<file path="src/rtl/hdb3_pkg.sv">
// Shared HDB3 line-code definitions.
// Symbol encoding on the two-wire bipolar interface and the legal zero-run
// limit. The encoder and the decoder use the same constants.
package hdb3_pkg;

  localparam logic [1:0] SYM_ZERO = 2'b00;
  localparam logic [1:0] SYM_POS  = 2'b01;
  localparam logic [1:0] SYM_NEG  = 2'b10;
  localparam logic [1:0] SYM_ILL  = 2'b11;

  localparam int HDB3_MAX_ZERO_RUN = 3;
  localparam int HDB3_PIPE_DEPTH   = 4;

endpackage

</file>
<file path="src/rtl/hdb3_decode.sv">
// HDB3 decoder.
// Takes one bipolar symbol per enabled clock, finds V pulses by polarity
// violation, strips each V and its companion B pulse, and emits the NRZ bit
// stream four accepted symbols later. Line-code errors are flagged as the
// offending symbol is accepted.
//
// Ports:
//   Clk        system clock, rising edge
//   Rst_n      asynchronous active-low reset
//   En         symbol strobe; Hdb3_In accepted only while En=1
//   Hdb3_In    symbol: 01=+1, 10=-1, 00=0, 11=illegal
//   Data_Out   recovered NRZ bit, held between accepted symbols
//   Data_Valid one-cycle pulse, Data_Out is new
//   Code_Err   one-cycle pulse, the accepted symbol violates HDB3
module hdb3_decode
  import hdb3_pkg::*;
#(
  parameter int MAX_ZERO_RUN = HDB3_MAX_ZERO_RUN,
  parameter int PIPE_DEPTH   = HDB3_PIPE_DEPTH
) (
  input  logic       Clk,
  input  logic       Rst_n,
  input  logic       En,
  input  logic [1:0] Hdb3_In,
  output logic       Data_Out,
  output logic       Data_Valid,
  output logic       Code_Err
);

  localparam int ZW = $clog2(MAX_ZERO_RUN + 2);
  localparam int FW = $clog2(PIPE_DEPTH + 1);
  localparam logic [ZW-1:0] ZRUN_LIM = ZW'(MAX_ZERO_RUN);
  localparam logic [ZW-1:0] ZRUN_SAT = ZW'(MAX_ZERO_RUN + 1);
  localparam logic [FW-1:0] FILL_SAT = FW'(PIPE_DEPTH);

  logic [PIPE_DEPTH-1:0] dly_p0;
  logic [PIPE_DEPTH-1:0] dly_nxt;
  logic                  last_p;
  logic                  have_p;
  logic [ZW-1:0]         zrun;
  logic [FW-1:0]         fill;

  logic is_pulse;
  logic pol;
  logic is_v;
  logic bit_dec;
  logic err;

  function automatic logic [ZW-1:0] zrun_inc(input logic [ZW-1:0] c);
    return (c == ZRUN_SAT) ? c : c + ZW'(1);
  endfunction

  function automatic logic [FW-1:0] fill_inc(input logic [FW-1:0] c);
    return (c == FILL_SAT) ? c : c + FW'(1);
  endfunction

  // Symbol classification and next delay-line contents
  always_comb begin
    is_pulse = (Hdb3_In == SYM_POS) || (Hdb3_In == SYM_NEG);
    pol      = (Hdb3_In == SYM_NEG);
    is_v     = is_pulse && have_p && (pol == last_p);
    bit_dec  = is_pulse && !is_v;
    // Zero-run fires only on the transition into the over-limit count, so a
    // long run of zeros produces one pulse rather than a stream of them.
    err      = (Hdb3_In == SYM_ILL)
            || (!is_pulse && (zrun == ZRUN_LIM))
            || (is_v && (dly_p0[0] || dly_p0[1]));
    dly_nxt  = {dly_p0[PIPE_DEPTH-2:0], bit_dec};
    // A V three symbols after a B means that B was a substitution pulse,
    // not data; it is sitting in the stage about to move to the last slot.
    if (is_v) dly_nxt[PIPE_DEPTH-1] = 1'b0;
  end

  // Delay line, polarity tracker, counters and output register
  always_ff @(posedge Clk or negedge Rst_n) begin
    if (!Rst_n) begin
      dly_p0     <= '0;
      last_p     <= 1'b0;
      have_p     <= 1'b0;
      zrun       <= '0;
      fill       <= '0;
      Data_Out   <= 1'b0;
      Data_Valid <= 1'b0;
      Code_Err   <= 1'b0;
    end else begin
      Data_Valid <= 1'b0;
      Code_Err   <= 1'b0;
      if (En) begin
        Data_Out   <= dly_p0[PIPE_DEPTH-1];
        dly_p0     <= dly_nxt;
        Data_Valid <= (fill == FILL_SAT);
        Code_Err   <= err;
        fill       <= fill_inc(fill);
        if (is_pulse) begin
          last_p <= pol;
          have_p <= 1'b1;
          zrun   <= '0;
        end else begin
          zrun   <= zrun_inc(zrun);
        end
      end
    end
  end

endmodule
</file>
<file path="config.mk">
export PLATFORM = sky130hd
export DESIGN_NAME = hdb3_decode
export DESIGN_NICKNAME = d
export VERILOG_FILES = /design/src/rtl/hdb3_pkg.sv /design/src/rtl/hdb3_decode.sv
export SDC_FILE = /design/constraint.sdc
export NUM_CORES = 1
export LEC_CHECK = 0
export CELL_PAD_IN_SITES_DETAIL_PLACEMENT = 0
export CELL_PAD_IN_SITES_GLOBAL_PLACEMENT = 1
export CORE_MARGIN = 4
export CORE_UTILIZATION = 45
export CTS_BUF_LIST = sky130_fd_sc_hd__clkbuf_2 sky130_fd_sc_hd__clkbuf_4 sky130_fd_sc_hd__clkbuf_8
export DETAILED_ROUTE_END_ITERATION = 10
export GPL_TIMING_DRIVEN = 0
export PLACE_DENSITY_LB_ADDON = 0.1
export SYNTH_ARGS = -nofsm -noshare
export SYNTH_HDL_FRONTEND = slang
export SYNTH_SLANG_ARGS = --single-unit
</file>
<file path="constraint.sdc">
create_clock -name Clk -period 2.95 [get_ports Clk]
set_input_delay 0.7375 -clock Clk [delete_from_list [all_inputs] [get_ports Clk]]
set_output_delay 0.7375 -clock Clk [all_outputs]
set_load 0.005 [all_outputs]
</file>
# --- After elaboration in Yosys (flattened, before gate mapping) ---
# Index checks and enable logic that the tools add are counted.
word_totals:
  reg_bits: 15
  latchBits: 0
  ram_bits: 0
  mem_bits_ro: 0
  input_bits: 5
  out_inout_bits: 3
  wordCells: 38
  n_memories: 0
op_classes:
  n_addsub: 2
  n_mul: 0
  div: 0
  order_cmp: 0
  n_eq_ne: 8
  n_shift: 0
  muxes: 5
  n_bitwise: 1
  reduce_logical: 14
op_table:
  columns: ["op", "count"]
  rows:
  - ["$add A3 B1 Y3 const B", 2]
  - ["$eq A3 B3 Y1 const B", 2]
  - ["$mux W3", 2]
  - ["$reduce_and A2 Y1", 3]
  - ["$logic_and A1 B1 Y1", 5]
  - ["$eq A2 B2 Y1 const B", 2]
  - ["$logic_or A1 B1 Y1", 4]
  - ["$eq A3 B2 Y1 const B", 1]
  - ["$mux W1", 3]
  - ["$eq A2 B1 Y1 const B", 1]
  - ["$logic_not A1 Y1", 2]
  - ["$ne A2 B2 Y1 const B", 1]
  - ["$eq A1 B1 Y1", 1]
  - ["$not A1 Y1", 1]

# --- Depth between registers and ports, before layout ---
# Gate-level depths: netlist (run 1).
logic_depth:
  depth_word: 7
  ltp_mapped: 5
  ltp_nobuf: 5

# --- Least setup slack after synthesis (run 1) ---
# OpenSTA, ideal clock, no wires.
synth_timing:
  path_kind: "input -> register"
  startpoint: "input Hdb3_In[0]"
  endpoint: "register last_p"
  setup_ns: 0.128
  arrival_ns: 1.596
  required_time_ns: 2.822
  setup_slack_ns: 1.226
  stages: 4
  n_path_buf: 0
  path_cell_list: "inv_1 -> ha_1 -> nand2b_1 -> mux2_1"
synth_via:
  elab_chain_cells: 3
  elab_cells_between_ends: 4
  classes_between: "2 x eq/ne; 2 x reduce/logical"
synth_rtl:
  columns: ["element", "line_no", "text"]
  rows:
  - ["from (decl)", "hdb3_decode.sv:24", "input logic [1:0] Hdb3_In,"]
  - ["$eq A2 B1 Y1 or $eq A2 B2 Y1 (tied branches)", "hdb3_decode.sv:59, hdb3_decode.sv:60", null]
  - ["$logic_or A1 B1 Y1", "hdb3_decode.sv:59", "is_pulse = (Hdb3_In == SYM_POS) || (Hdb3_In == SYM_NEG);"]
  - ["$reduce_and A2 Y1 (no line)", null, null]
  - ["to (signal assigned)", "hdb3_decode.sv:95", "last_p <= pol;"]
  - ["to (decl)", "hdb3_decode.sv:38", "logic last_p;"]
# Several ways; a longest one is shown, not always the timed one.
# A chain may end at the register's enable or synchronous reset.

# --- Worst setup path after layout (run 1) ---
# Ends and elaborated chain as after synthesis.

==> results of run 1 <==
power breakdown:
group	switching [mW]	total (mW)	leakage [nW]	internal (mW)
Clock	0.0608	0.122	0.0184	0.0616
Sequential	0.0371	0.300	0.187	0.263
Combinational	0.0863	0.184	0.208	0.0975
routing by layer:
layer,share of wire,vias to the layer above,global-route usage
met4,0.023,0,0.0645
li1,-,237,-
met2,0.46,7,0.177
met1,0.48,207,0.149
met5,0,-,0
met3,0.040,4,0.0332
registers in the layout, indices dropped and copies added, names as in the netlist:
register and flops:
Data_Out 1, last_p 1, dly_p0 4, fill 3
zrun 3, Data_Valid 1, Code_Err 1, have_p 1
critical path: cells and delay by family:
kind          cells  cell delay [ns]
buf+inv           2             0.53
simple gates      1             0.22
mux               1             0.34
fa+ha+maj         1             0.37
final cells by class:
| cell class | instances | share of cell area |
|---|---|---|
| Clock buffer | 4 | 0.0356 |
| Sequential cell | 15 | 0.445 |
| Timing Repair Buffer | 7 | 0.0831 |
| Buffer | 1 | 0.0134 |
| Multi-Input combinational cell | 38 | 0.359 |
| Inverter | 9 | 0.0401 |
| Tap cell | 16 | 0.0237 |
path summary, 6_finish.rpt:
check	to	slack, ns	cells after the start
setup / recovery	last_p	0.92	5
setup reg to reg	Code_Err	1.67	5
hold reg to reg	have_p	0.47	2
hold / removal	have_p	0.47	2
min in group asynchronous	zrun[2]	0.86	1
max in group asynchronous	Code_Err	1.66	1
metrics by stage:
step                std cells  total power [mW]  worst slack [ns]
finish                     90             0.606             0.921
CTS                        90             0.617             0.914
floorplan                  63             0.434              1.23
detailed placement         86             0.491             0.609
global route               90             0.661             0.845
global placement           86             0.488             0.638
placed cells by master, fill, tap and decap left out:
master           netlist  final
o22ai_1                3      3
a21oi_1                3      3
buf_6                  1      1
nand2b_1               1      1
a31oi_1                1      1
nand3_1                1      1
a21boi_2               1      1
nor3_1                 1      1
mux2_2                 2      2
nor2_1                 1      1
inv_1                  9      9
and3_1                 1      1
ha_1                   7      7
clkdlybuf4s50_1        0      7
xor2_1                 1      1
and2_1                 1      1
nand2_1                4      4
clkbuf_4               0      4
a22o_1                 1      1
xnor2_1                1      1
o21ai_1                1      1
mux2_1                 3      3
dfrtp_1               15     15
a21boi_1               1      1
o41ai_1                1      1
nand2_2                1      1
nor2b_1                1      1
cell families (layout without fill, tap and decap cells):
group | Yosys count | count (layout)
compound gates | 12 | 12
xor+xnor | 2 | 2
fa+ha+maj | 7 | 7
buf+inv | 10 | 21
flops | 15 | 15
mux | 5 | 5
simple gates | 12 | 12
==> flow_summary.ini, run 1 <==
[route]
detail-route-antenna-nets = 0
vias_per_cell = 5.06
drc_errors = 0
wirelength_mm = 1.06
num_vias = 455
drtIter0Drc = 8
wl_per_cell_um = 11.8
firstDrtPassIters = 2

[cts]
cts.path.max_buffers = 2
cts_tree = yes
root_buffer = clkbuf_4
cts_resized = 0
cts.sink_count = 15
cts_buffers = 3
htreeDepth = 1
hold_buffers = 0
postCtsSetupBuffers = 0
clock_latency_ns = 0.27
clk_pin_slew_ns = 0.08

[floorplan]
initial_utilization = 0.480
io_pins = 8
die_h_um = 48.1
core_mm2 = 0.00151
dieArea_mm2 = 0.00231
die_w_um = 48.1
num_rows = 14

[finish]
multi_input_area_um2 = 303
register_area_um2 = 375
diodes = 0
fin_util = 0.560
fillers = 140
fin_area_um2 = 843
post_route_cells_drive_above_1_share = 0.122
final_nets = 87
areaGrowthSynthToFinish_pct = 16.6

[synthesis]
synth_compound_area_frac = 0.112
synth_xor_area_frac = 0.0242
synth_enable_flop_cells = 0
syn-cell-area_um2 = 723
seq_area_frac_synth = 0.519
syn-instance-count = 63
synth_fa_ha_area_frac = 0.121
async_flop_share = 1.00
yosys.area.top_type = dfrtp_1
netlist.area_leader.share = 0.519
yosysMostFrequentCell = dfrtp_1
synthTopCellsByCount = 15 x dfrtp_1, 9 x inv_1, 7 x ha_1
synth.area.top_cells = dfrtp_1 52%, ha_1 12%, inv_1 4.7%
ys_ff_latch = 15
synthDistinctLibCells = 25
synth_top_family_by_area = adder cells
yosys.area_share.simple = 0.0830
synth_fp_nets = 75
synth-warning-count = 0
syn_avg_cell_area_um2 = 11.5
synthMuxAreaShare = 0.0779
synth-main-ff-cell = dfrtp_1

[worst_setup_path]
cp_max_fo = 7
cp_slowest_cell = clkdlybuf4s50_1
critPathKind = input pin to flop
critical_path_required_ns = 3.11
cp-end-kind = flop
worstPathArrival_ns = 2.19
start_kind = input pin
timing.rr.start = zrun[0]
worstPathCellList = clkdlybuf4s50_1 > inv_1 > ha_1 > nand2b_1 > mux2_1
startpoint = Hdb3_In[0]
cp_slowest_stage_delay_ns = 0.48

[pwr]
power_density_mw_per_mm2 = 719
total_leakage_power_nw = 0.413
ir_drop_uv = 365

[sta]
relSlewSlack = 0.556
min_period_ns = 2.03
finalHoldViolCount = 0
maxSlewViolCount = 0
setup-tns-final_ns = 0
period_share = 0.688
clock_skew_ns = 0.00434
rsz0062_at_grt = no
max_freq_mhz = 493
tightest_slew_ns = 0.664
fin_hold_ws_ns = 0.471
setup_viol = 0

[grt]
grt_max_degree = 16
grt_pass1_vias = 408
grt-ovfl-total = 0
grt_antenna_before_repair = 0
grt_pass1_wl_mm = 1.77
grt.total_usage = 0.116

[placement]
place.gp.congestion = 0.699
numPortBuffers = 7
place.detailed.hpwl_um = 824
place_area_um2 = 813

[min_path]
hp-start = have_p
hp-class = flop to flop

[run]
cap_violations = 0

[outcome]
status = completed
Note: power is estimated with default switching activity, not from simulation.
==> run 2: changes to the inputs <==
==> constraint.sdc (replaced) <==
create_clock -name Clk -period 2.11 [get_ports Clk]
set_input_delay 0.5275 -clock Clk [delete_from_list [all_inputs] [get_ports Clk]]
set_output_delay 0.5275 -clock Clk [all_outputs]
set_load 0.005 [all_outputs]
==> results of run 2 <==
Same layout as run 1 (identical final DEF). Status: completed.
Main changes from that run: setup slack after placement 0.609 ns -> -0.0212 ns; setup slack after layout 0.921 ns -> 0.291 ns; register-to-register setup slack 1.67 ns -> 0.83 ns; total power 0.606 mW -> 0.848 mW; worst IR drop on VDD 365 uV -> 510 uV
